[config.mk]
export PLATFORM = sky130hd
export DESIGN_NAME = legv8_multicycle_ctrl
export DESIGN_NICKNAME = d
export VERILOG_FILES = /design/src/rtl/legv8_ctrl_pkg.sv /design/src/rtl/legv8_cond_eval.sv /design/src/rtl/legv8_multicycle_ctrl.sv
export SDC_FILE = /design/constraint.sdc
export NUM_CORES = 1
export LEC_CHECK = 0
export CAP_MARGIN = 20
export CORE_UTILIZATION = 43
export DETAILED_ROUTE_END_ITERATION = 10
export PLACE_DENSITY = 0.74
export SLEW_MARGIN = 20
export SYNTH_ARGS = -nofsm -noshare
export SYNTH_HDL_FRONTEND = slang
export SYNTH_HIERARCHICAL = 1
export SYNTH_SLANG_ARGS = --single-unit
[constraint.sdc]
create_clock -name clk -period 2.1 [get_ports clk]
set_input_delay 0.21 -clock clk [delete_from_list [all_inputs] [get_ports clk]]
set_output_delay 0.21 -clock clk [all_outputs]
set_load 0.1 [all_outputs]
[src/rtl/legv8_ctrl_pkg.sv]
// Shared types, opcode/condition constants and decode helpers for the LEGv8
// multicycle controller.
package legv8_ctrl_pkg;

  typedef enum logic [2:0] {
    S_FETCH, S_DECODE, S_EXEC, S_MEM, S_WB, S_TRAP
  } state_t;

  typedef enum logic [2:0] {
    ALU_PASS_B = 3'd0,
    ALU_ADD    = 3'd1,
    ALU_SUB    = 3'd2,
    ALU_LSL    = 3'd3,
    ALU_LSR    = 3'd4
  } alu_op_t;

  typedef enum logic [3:0] {
    I_ADDS, I_SUBS, I_LSL, I_LSR, I_LDUR, I_STUR,
    I_ADDI, I_CBZ, I_BCOND, I_B, I_ILLEGAL
  } iclass_t;

  localparam logic [10:0] OP_ADDS  = 11'b10101011000;
  localparam logic [10:0] OP_SUBS  = 11'b11101011000;
  localparam logic [10:0] OP_LSL   = 11'b11010011011;
  localparam logic [10:0] OP_LSR   = 11'b11010011010;
  localparam logic [10:0] OP_LDUR  = 11'b11111000010;
  localparam logic [10:0] OP_STUR  = 11'b11111000000;
  localparam logic [9:0]  OP_ADDI  = 10'b1001000100;
  localparam logic [7:0]  OP_CBZ   = 8'b10110100;
  localparam logic [7:0]  OP_BCOND = 8'b01010100;
  localparam logic [5:0]  OP_B     = 6'b000101;

  localparam logic [3:0] COND_EQ = 4'h0;
  localparam logic [3:0] COND_NE = 4'h1;
  localparam logic [3:0] COND_HS = 4'h2;
  localparam logic [3:0] COND_LO = 4'h3;
  localparam logic [3:0] COND_MI = 4'h4;
  localparam logic [3:0] COND_PL = 4'h5;
  localparam logic [3:0] COND_VS = 4'h6;
  localparam logic [3:0] COND_VC = 4'h7;
  localparam logic [3:0] COND_HI = 4'h8;
  localparam logic [3:0] COND_LS = 4'h9;
  localparam logic [3:0] COND_GE = 4'hA;
  localparam logic [3:0] COND_LT = 4'hB;
  localparam logic [3:0] COND_GT = 4'hC;
  localparam logic [3:0] COND_LE = 4'hD;
  localparam logic [3:0] COND_AL = 4'hE;
  localparam logic [3:0] COND_NV = 4'hF;

  // Longest opcode wins: 11-bit, then 10, 8 and 6-bit fields.
  function automatic iclass_t decode_op(input logic [31:0] i);
    iclass_t c;
    c = I_ILLEGAL;
    if      (i[31:21] == OP_ADDS)  c = I_ADDS;
    else if (i[31:21] == OP_SUBS)  c = I_SUBS;
    else if (i[31:21] == OP_LSL)   c = I_LSL;
    else if (i[31:21] == OP_LSR)   c = I_LSR;
    else if (i[31:21] == OP_LDUR)  c = I_LDUR;
    else if (i[31:21] == OP_STUR)  c = I_STUR;
    else if (i[31:22] == OP_ADDI)  c = I_ADDI;
    else if (i[31:24] == OP_CBZ)   c = I_CBZ;
    else if (i[31:24] == OP_BCOND) c = I_BCOND;
    else if (i[31:26] == OP_B)     c = I_B;
    return c;
  endfunction

  function automatic alu_op_t alu_op_of(input iclass_t c);
    case (c)
      I_ADDS, I_ADDI, I_LDUR, I_STUR: return ALU_ADD;
      I_SUBS:                         return ALU_SUB;
      I_LSL:                          return ALU_LSL;
      I_LSR:                          return ALU_LSR;
      default:                        return ALU_PASS_B;
    endcase
  endfunction

endpackage

[src/rtl/legv8_cond_eval.sv]
// B.cond condition evaluator: full LEGv8 condition table over NZCV flags.
module legv8_cond_eval (
  input  logic [3:0] i_cond,
  input  logic [3:0] i_flags,
  output logic       o_take
);
  import legv8_ctrl_pkg::*;

  logic w_n, w_z, w_c, w_v;
  assign {w_n, w_z, w_c, w_v} = i_flags;

  // NOTE: every always_comb output gets a default first so no latch is inferred.
  always_comb begin
    o_take = 1'b0;
    case (i_cond)
      COND_EQ: o_take = w_z;
      COND_NE: o_take = !w_z;
      COND_HS: o_take = w_c;
      COND_LO: o_take = !w_c;
      COND_MI: o_take = w_n;
      COND_PL: o_take = !w_n;
      COND_VS: o_take = w_v;
      COND_VC: o_take = !w_v;
      COND_HI: o_take = w_c && !w_z;
      COND_LS: o_take = !(w_c && !w_z);
      COND_GE: o_take = (w_n == w_v);
      COND_LT: o_take = (w_n != w_v);
      COND_GT: o_take = !w_z && (w_n == w_v);
      COND_LE: o_take = w_z || (w_n != w_v);
      COND_AL, COND_NV: o_take = 1'b1;
      default: o_take = 1'b1;
    endcase
  end

endmodule

[src/rtl/legv8_multicycle_ctrl.sv]
// LEGv8 multicycle control FSM: fetch, decode, sequence ALU/memory/writeback.
// Optional performance counters under `LEGV8_PERF_CNT_EN.
module legv8_multicycle_ctrl #(
  parameter int FETCH_TIMEOUT = 16,
  parameter int PC_INC        = 4
) (
  input  logic        clk,
  input  logic        rst_n,
  output logic        ifetch_req,
  input  logic        ifetch_ack,
  input  logic [31:0] instr,
  input  logic [3:0]  flags,
  input  logic        alu_zero,
  output logic        dmem_req,
  output logic        dmem_we,
  input  logic        dmem_ack,
  output logic [31:0] ir,
  output logic        imm_I,
  output logic        imm_R,
  output logic        alu_src,
  output logic [2:0]  alu_op,
  output logic        flag_we,
  output logic        reg2loc,
  output logic        reg_we,
  output logic        mem_to_reg,
  output logic        pc_we,
  output logic        pc_src,
  output logic        trap,
  output logic        busy
`ifdef LEGV8_PERF_CNT_EN
  ,
  output logic [31:0] retired,
  output logic [31:0] stall_cycles
`endif
);
  import legv8_ctrl_pkg::*;

  localparam int CNT_W = $clog2(FETCH_TIMEOUT) + 1;

  // The PC adder is external; reject increments that break word alignment.
  if (PC_INC <= 0 || (PC_INC % 4) != 0) begin : g_pc_inc_check
    $error("PC_INC must be a positive multiple of 4");
  end

  state_t     r_state, w_next;
  iclass_t    r_class, w_class;
  alu_op_t    r_alu_op;
  logic [CNT_W-1:0] r_cnt;
  logic [31:0] r_ir;
  logic r_ifetch_req, r_dmem_req, r_dmem_we, r_imm_i, r_imm_r, r_alu_src;
  logic r_flag_we, r_reg2loc, r_reg_we, r_mem_to_reg, r_pc_we, r_trap, r_busy;
  logic r_b_exec, r_cbz_exec, r_bcond_exec, r_stur_mem;
  logic w_cnt_hit, w_take, w_active, w_alu_phase, w_branch;

  assign w_class     = (r_state == S_FETCH) ? decode_op(instr) : r_class;
  assign w_cnt_hit   = (r_cnt == CNT_W'(FETCH_TIMEOUT - 1));
  assign w_active    = w_next inside {S_DECODE, S_EXEC, S_MEM, S_WB};
  assign w_alu_phase = w_next inside {S_EXEC, S_MEM, S_WB};
  assign w_branch    = w_class inside {I_B, I_CBZ, I_BCOND};

  always_comb begin
    w_next = r_state;
    case (r_state)
      S_FETCH:
        if (r_ifetch_req) begin
          if (ifetch_ack)     w_next = S_DECODE;
          else if (w_cnt_hit) w_next = S_TRAP;
        end
      S_DECODE: w_next = (r_class == I_ILLEGAL) ? S_TRAP : S_EXEC;
      S_EXEC:
        if (r_class inside {I_B, I_CBZ, I_BCOND})  w_next = S_FETCH;
        else if (r_class inside {I_LDUR, I_STUR}) w_next = S_MEM;
        else                                      w_next = S_WB;
      S_MEM:
        if (dmem_ack)       w_next = (r_class == I_STUR) ? S_FETCH : S_WB;
        else if (w_cnt_hit) w_next = S_TRAP;
      S_WB:    w_next = S_FETCH;
      S_TRAP:  w_next = S_TRAP;
      default: w_next = S_FETCH;
    endcase
  end

  // NOTE: outputs are registered from the next state, so each one is valid
  // for exactly the cycles the FSM spends in the state that owns it.
  always_ff @(posedge clk) begin
    if (!rst_n) begin
      r_state      <= S_FETCH;
      r_class      <= I_ILLEGAL;
      r_cnt        <= '0;
      r_ir         <= '0;
      r_ifetch_req <= 1'b0;
      r_dmem_req   <= 1'b0;
      r_dmem_we    <= 1'b0;
      r_imm_i      <= 1'b0;
      r_imm_r      <= 1'b0;
      r_alu_src    <= 1'b0;
      r_alu_op     <= ALU_PASS_B;
      r_flag_we    <= 1'b0;
      r_reg2loc    <= 1'b0;
      r_reg_we     <= 1'b0;
      r_mem_to_reg <= 1'b0;
      r_pc_we      <= 1'b0;
      r_b_exec     <= 1'b0;
      r_cbz_exec   <= 1'b0;
      r_bcond_exec <= 1'b0;
      r_stur_mem   <= 1'b0;
      r_trap       <= 1'b0;
      r_busy       <= 1'b0;
    end else begin
      r_state <= w_next;
      r_class <= w_class;
      if (r_state == S_FETCH && w_next == S_DECODE) r_ir <= instr;

      if (w_next != r_state)
        r_cnt <= '0;
      else if ((r_state == S_FETCH && r_ifetch_req) || r_state == S_MEM)
        r_cnt <= r_cnt + 1'b1;

      r_ifetch_req <= (w_next == S_FETCH);
      r_imm_i      <= w_active && (w_class == I_ADDI);
      r_imm_r      <= w_active && (w_class inside {I_LSL, I_LSR});
      r_reg2loc    <= w_active && (w_class inside {I_STUR, I_CBZ});
      r_alu_src    <= w_alu_phase && (w_class inside {I_ADDI, I_LDUR, I_STUR, I_LSL, I_LSR});
      r_alu_op     <= w_alu_phase ? alu_op_of(w_class) : ALU_PASS_B;
      r_flag_we    <= (w_next == S_EXEC) && (w_class inside {I_ADDS, I_SUBS});
      r_dmem_req   <= (w_next == S_MEM);
      r_dmem_we    <= (w_next == S_MEM) && (w_class == I_STUR);
      r_stur_mem   <= (w_next == S_MEM) && (w_class == I_STUR);
      r_reg_we     <= (w_next == S_WB);
      r_mem_to_reg <= (w_next == S_WB) && (w_class == I_LDUR);
      r_pc_we      <= (w_next == S_WB) || ((w_next == S_EXEC) && w_branch);
      r_b_exec     <= (w_next == S_EXEC) && (w_class == I_B);
      r_cbz_exec   <= (w_next == S_EXEC) && (w_class == I_CBZ);
      r_bcond_exec <= (w_next == S_EXEC) && (w_class == I_BCOND);
      r_trap       <= (w_next == S_TRAP);
      r_busy       <= (w_next != S_FETCH);
    end
  end

  legv8_cond_eval u_cond_eval (
    .i_cond  (r_ir[3:0]),
    .i_flags (flags),
    .o_take  (w_take)
  );

  // Enables are gated by rst_n so a reset cycle never commits PC/register state.
  assign pc_we      = rst_n && (r_pc_we || (r_stur_mem && dmem_ack));
  assign reg_we     = rst_n && r_reg_we;
  assign flag_we    = rst_n && r_flag_we;
  assign dmem_req   = rst_n && r_dmem_req;
  assign pc_src     = r_b_exec || (r_cbz_exec && alu_zero) || (r_bcond_exec && w_take);
  assign ifetch_req = r_ifetch_req;
  assign dmem_we    = r_dmem_we;
  assign ir         = r_ir;
  assign imm_I      = r_imm_i;
  assign imm_R      = r_imm_r;
  assign alu_src    = r_alu_src;
  assign alu_op     = r_alu_op;
  assign reg2loc    = r_reg2loc;
  assign mem_to_reg = r_mem_to_reg;
  assign trap       = r_trap;
  assign busy       = r_busy;

`ifdef LEGV8_PERF_CNT_EN
  logic [31:0] r_retired, r_stall_cycles;

  always_ff @(posedge clk) begin
    if (!rst_n) begin
      r_retired      <= '0;
      r_stall_cycles <= '0;
    end else begin
      if (pc_we) r_retired <= r_retired + 32'd1;
      if ((r_state == S_FETCH && r_ifetch_req && !ifetch_ack) ||
          (r_state == S_MEM && !dmem_ack))
        r_stall_cycles <= r_stall_cycles + 32'd1;
    end
  end

  assign retired      = r_retired;
  assign stall_cycles = r_stall_cycles;
`endif

endmodule

# Word level (Yosys, flattened, before mapping)
# Index checks and enable logic that the tools add are counted.
# classes
addsub	1
n_eq_ne	53
n_mux	22
n_bitwise	1
reduce_logical	51
# op_table
cell	count
11-bit equality test, second input constant	6
4-bit equality test, second input constant	13
4-bit by 3-bit equality test with 1-bit output, second input constant	11
4-bit 2-to-1 mux	9
3-bit 2-to-1 mux	8
1-bit logical AND	22
4-bit by 2-bit equality test with 1-bit output, second input constant	4
1-bit one-hot mux with 15 select lines	1
3-bit one-hot mux with 5 select lines	1
3-bit by 2-bit equality test with 1-bit output, second input constant	4
3-bit one-hot mux with 4 select lines	1
3-bit nonzero test	4
10-bit equality test, second input constant	1
3-bit equality test, second input constant	3
4-bit by 1-bit equality test with 1-bit output, second input constant	2
8-bit by 7-bit equality test with 1-bit output, second input constant	1
8-bit equality test, second input constant	1
4-bit logical NOT	2
2-bit nonzero test	4
3-bit by 1-bit equality test with 1-bit output, second input constant	2
6-bit by 3-bit equality test with 1-bit output, second input constant	1
3-bit logical NOT	2
1-bit logical OR	6
5-bit by 1-bit adder with 5-bit output, second input constant	1
12 further kinds	18
# totals
reg_bits	63
elab_cells	149

# Longest topological paths before layout
# Gate-level depths: netlist of run 1.
# logic_depth
depth_word	16
depth_mapped	10
ltp_nobuf	9

# By module
# Netlist of run 1, hierarchy kept.
# modules_own_cells
module	n_inst	cells_each	area_per_inst_um2	seq_area_each_um2
legv8_multicycle_ctrl	1	293	2792.7	1261.2
legv8_cond_eval	1	33	237.7	0.0

# Least setup slack after synthesis of run 1
# No wires, ideal clock.
# synth_timing
path_type	reg-to-output
startpoint	register r_ir[0] (netlist: ir[0])
endpoint	output pc_src
arrival_ps	2632
t_required_ps	1890
path_slack_ps	-742
path_stages_with_launch	7
path_buffers	1
path_cell_list	dfxtp_1 > buf_2 > xor2_1 > a32oi_1 > o2111ai_1 > a2bb2oi_2 > a221o_1
# synth_via
elab_chain_len	5
elab_cells_between_ends	20
# synth_lines
item	line_no	rtl
start, declared	legv8_multicycle_ctrl.sv:49	logic [31:0] r_ir;
start signal, assigned	legv8_multicycle_ctrl.sv:112	if (r_state == S_FETCH && w_next == S_DECODE) r_ir <= instr;
4-bit equality test	legv8_cond_eval.sv:15	case (i_cond)
2-bit OR reduction	legv8_cond_eval.sv:15	
1-bit one-hot mux with 15 select lines *	legv8_cond_eval.sv:15	
named net w_take	legv8_multicycle_ctrl.sv:53	logic w_cnt_hit, w_take, w_active, w_alu_phase, w_branch;
1-bit logical AND *	legv8_multicycle_ctrl.sv:151	assign pc_src = r_b_exec || (r_cbz_exec && alu_zero) || (r_bcond_exec && w_take);
1-bit logical OR *	legv8_multicycle_ctrl.sv:151	
end, declared	legv8_multicycle_ctrl.sv:27	output logic pc_src,
# Mark *: on every way through the listed nets, which the timed path passes. The rest lies on a longest branch.

# Final worst setup path of run 1
# layout_timing
startpoint	register r_ir[3] (netlist: ir[3])
endpoint	output pc_src
# Same word-level chain as after synthesis.

==> results.sh, run 1 <==
export IMPL_status="complete, but fails checks"
export IMPL_violations="setup timing"
export IMPL_antenna_cells=0
export IMPL_syn_area_um2=3030
export IMPL_vias=2857
export IMPL_syn_avg_cell_area_um2=9.30
export IMPL_worstPathArrival_ns=2.04
export IMPL_final_common_cell="buf_4"
export IMPL_fin_crit_ns=2.25
export IMPL_setup_viol=21
export IMPL_place_gp_congestion=0.905
export IMPL_final_cell_count_no_fill=553
export IMPL_syn_num_nets=369
export IMPL_placed_cell_area_um2=4200
export IMPL_dp_cells=528
export IMPL_clock_power_share_pct=14.4
export IMPL_drt_iter0_drc=100
export IMPL_critPathMaxStageDelay_ns=0.37
export IMPL_pin_count=90
export IMPL_hold_viol=0
export IMPL_criticalPathCategory="reg2out"
export IMPL_synth_seq_cells=63
export IMPL_cts_hold_buf=0
export IMPL_power_density_nw_per_um2=1510
export IMPL_die_h_um=86.0
export IMPL_ys_warn_count=6
export IMPL_drt_wl_total_mm=7.96
export IMPL_ir_worst_vdd_v=0.00111
export IMPL_leakagePower_nw=2.15
export IMPL_wl_met3_um=435
export IMPL_seq_power_share_pct=23.9
export IMPL_numCtsBuffers=9
export IMPL_wire_per_inst_um=14.4
export IMPL_clock_sinks=63
export IMPL_fin_crit_sh_pct=107
export IMPL_power_switching_mw=3.48
export IMPL_rsz0062_at_grt="yes"
export IMPL_num_nets_final=496
export IMPL_largest_register_ffs=32
export IMPL_area_growth_pct=54.5
export IMPL_slew_limit_headroom_pct=62.4
export IMPL_io_buffer_count=89
export IMPL_switching_share_pct=49.4
export IMPL_clock_root_buffer="clkbuf_8"
export IMPL_cts_max_level=3
export IMPL_rows=30
export IMPL_avgViaCountPerCell=5.17
export IMPL_insertion_delay_ns=0.34
export IMPL_maxSlewViolCount=0
export IMPL_hold_path_class="in2reg"
export IMPL_grt_pass1_wl_mm=12.6
export IMPL_die_w_um=86.0
export IMPL_power_frac_comb_pct=61.6
export IMPL_layout_common_cells="80 x buf_4, 56 x dfxtp_1, 52 x nor2_1"
export IMPL_core_area_um2=6790
export IMPL_firstDrtPassIters=4
export IMPL_internal_power_mw=3.57
export IMPL_synthFlopType="dfxtp_1"
export IMPL_antenna_found_initial=0
export IMPL_drcViolationCount=0
export IMPL_crit_required_ns=1.89
export IMPL_fin_ws_ns=-0.150
export IMPL_overflow=0
export IMPL_cap_violations=0
export IMPL_ys_async_sr_fraction_pct=0
export IMPL_layout_drive_gt1_share_pct=34.4
export IMPL_crit_chain="nor4bb_1, o31ai_1, o2111ai_1, a2bb2oi_2, a221o_2, buf_12"
export IMPL_pre_cts_slack_ns=-0.393
export IMPL_crit_path_start_kind="register"
export IMPL_fmax_ghz=0.444
export IMPL_wl_met1_mm=3.64
export IMPL_syn_instance_count=326
export IMPL_final_area_um2=4680
export IMPL_start_util_pct=44.6
export IMPL_cp_end_kind="primary output"
export IMPL_cts_tree="yes"
export IMPL_final_antenna_net_count=0
export IMPL_post_synth_num_cell_types=68
export IMPL_dieArea_um2=7390
export IMPL_tightest_slew_ns=0.564
export IMPL_met2WireLength_mm=3.76
export IMPL_track_usage_pct=21.8
export IMPL_grt_pass1_vias=2671
export IMPL_clock_skew_ns=0.00835
export IMPL_dp_hpwl_mm=5.49
export IMPL_crit_path_max_fanout=7
export IMPL_path_clk_slew_ns=0.07
export IMPL_routed_top_layer="met4"
export IMPL_grt_max_degree=26
export IMPL_synth_edf_count=0
export IMPL_critPathSlowestCell="dfxtp_4"
export IMPL_clockBufferDepth=2
export IMPL_ys_seq_area_share_pct=41.6
## worst paths after layout
kind / start / endpoint / slack [ns] / cells past startpoint
setup / recovery: ir[3]$_SDFFE_PN0P_ / pc_src / -0.15 / 6
hold / removal: instr[23] / ir[23]$_SDFFE_PN0P_ / 0.27 / 4
setup reg to reg: r_cnt[1]$_SDFFE_PP0P_ / ir[7]$_SDFFE_PN0P_ / -0.10 / 11
hold reg to reg: ir[26]$_SDFFE_PN0P_ / ir[26]$_SDFFE_PN0P_ / 0.50 / 2
## power groups by stage
stage                     combinational (mW)  sequential (mW)  clock [mW]
after floorplan                         1.59             3.12           0
after global placement                  3.85             1.70           0
after detailed placement                3.88             1.71           0
after CTS                               4.20             1.68        1.03
after global routing                    4.58             1.73        1.10
final                                   4.35             1.69        1.02
## synth_stat cells (2+ instances only)
cell        n  area [µm²]
xnor2_1     4        35.0
nand3_1     5        25.0
nand4_1     3        18.8
a21oi_1    12        60.1
nand4bb_1   2        22.5
o21a_1      3        22.5
a211o_1     2        17.5
ha_1        2        25.0
clkbuf_1    9        33.8
o21ai_0     4        20.0
nor4_1      3        18.8
nor3b_1     2        15.0
nor4bb_1    2        20.0
nand2b_1    7        43.8
nand3b_1    2        15.0
dfxtp_1    63        1260
o2111ai_1   3        26.3
inv_1      10        37.5
and3_1      3        18.8
buf_2       4        20.0
nor2_1     59         221
o2111a_1    2        22.5
and2_1      7        43.8
o21ai_1     3        15.0
buf_6       4        45.0
mux2i_1    35         350
xor2_1      3        26.3
nand2_1    17        63.8
or3_1       3        18.8
nor2b_1     5        31.3
o211a_1     2        20.0
nor3_1      3        15.0
or4_1       3        22.5
## logic make-up (layout without fill, tap and decap cells)
group                      Yosys count  after routing  synth area share (%)
buffers and inverters               28            158                  4.75
and+or+nand+nor                    137            137                  24.2
muxes                               36             36                  12.1
AOI/OAI and AO/OA                   52             53                  14.0
adders and majority gates            2              2                 0.826
xor gates and xnor gates             8              8                  2.56
DFF                                 63             63                  41.6
## per-stage QoR
stage          power, mW  hold WS, ns  util, %  TNS [ns]
5_1_grt             7.40        0.293     68.9     -4.59
2_1_floorplan       4.72        0.353        -     -1.23
6_report            7.06        0.272     68.9     -1.38
3_3_place_gp        5.55        0.479     61.8     -4.61
3_5_place_dp        5.59        0.487     61.8     -5.39
4_1_cts             6.91        0.456     66.9     -1.26
## layout make-up
| cell class | count | area (µm²) |
|---|---|---|
| clock buffer | 10 | 128 |
| tap | 96 | 120 |
| clock inverter | 5 | 57.6 |
| fill | 521 | 2110 |
| sequential | 63 | 1280 |
| inverter | 10 | 37.5 |
| multi-input combinational | 236 | 1820 |
| timing repair buffer | 133 | 1250 |
## routing by layer
layer  vias to the layer above  track usage [%]
li1                       1416                -
met1                      1354             28.2
met2                        76             35.3
met3                        11             5.39
met4                         0             7.88
met5                         -                0
## worst max-delay path, delay by kind of cell, from the launching register on
| family | cells | cell delay [ns] |
|---|---|---|
| AOI/OAI and AO/OA | 4 | 1.03 |
| buffers and inverters | 1 | 0.17 |
| DFF | 1 | 0.37 |
| and+or+nand+nor | 1 | 0.12 |
## what timing repair did
action,in CTS,in global routing
pin swaps,7,13
setup endpoints to repair,48,56
gates cloned,1,2
setup buffers,10,1
resized for setup,15,26
Power figures use the tool's default switching activity.
==> run 2, diff against run 1 <==
--- a/config.mk
+++ b/config.mk
@@ -7,6 +7,7 @@
 export LEC_CHECK = 0
 export CAP_MARGIN = 20
 export CORE_UTILIZATION = 43
+export CTS_CLUSTER_DIAMETER = 100
 export DETAILED_ROUTE_END_ITERATION = 10
 export PLACE_DENSITY = 0.74
 export SLEW_MARGIN = 20
==> results of run 2 <==
Final layout, timing and power as in run 1 (identical DEF).
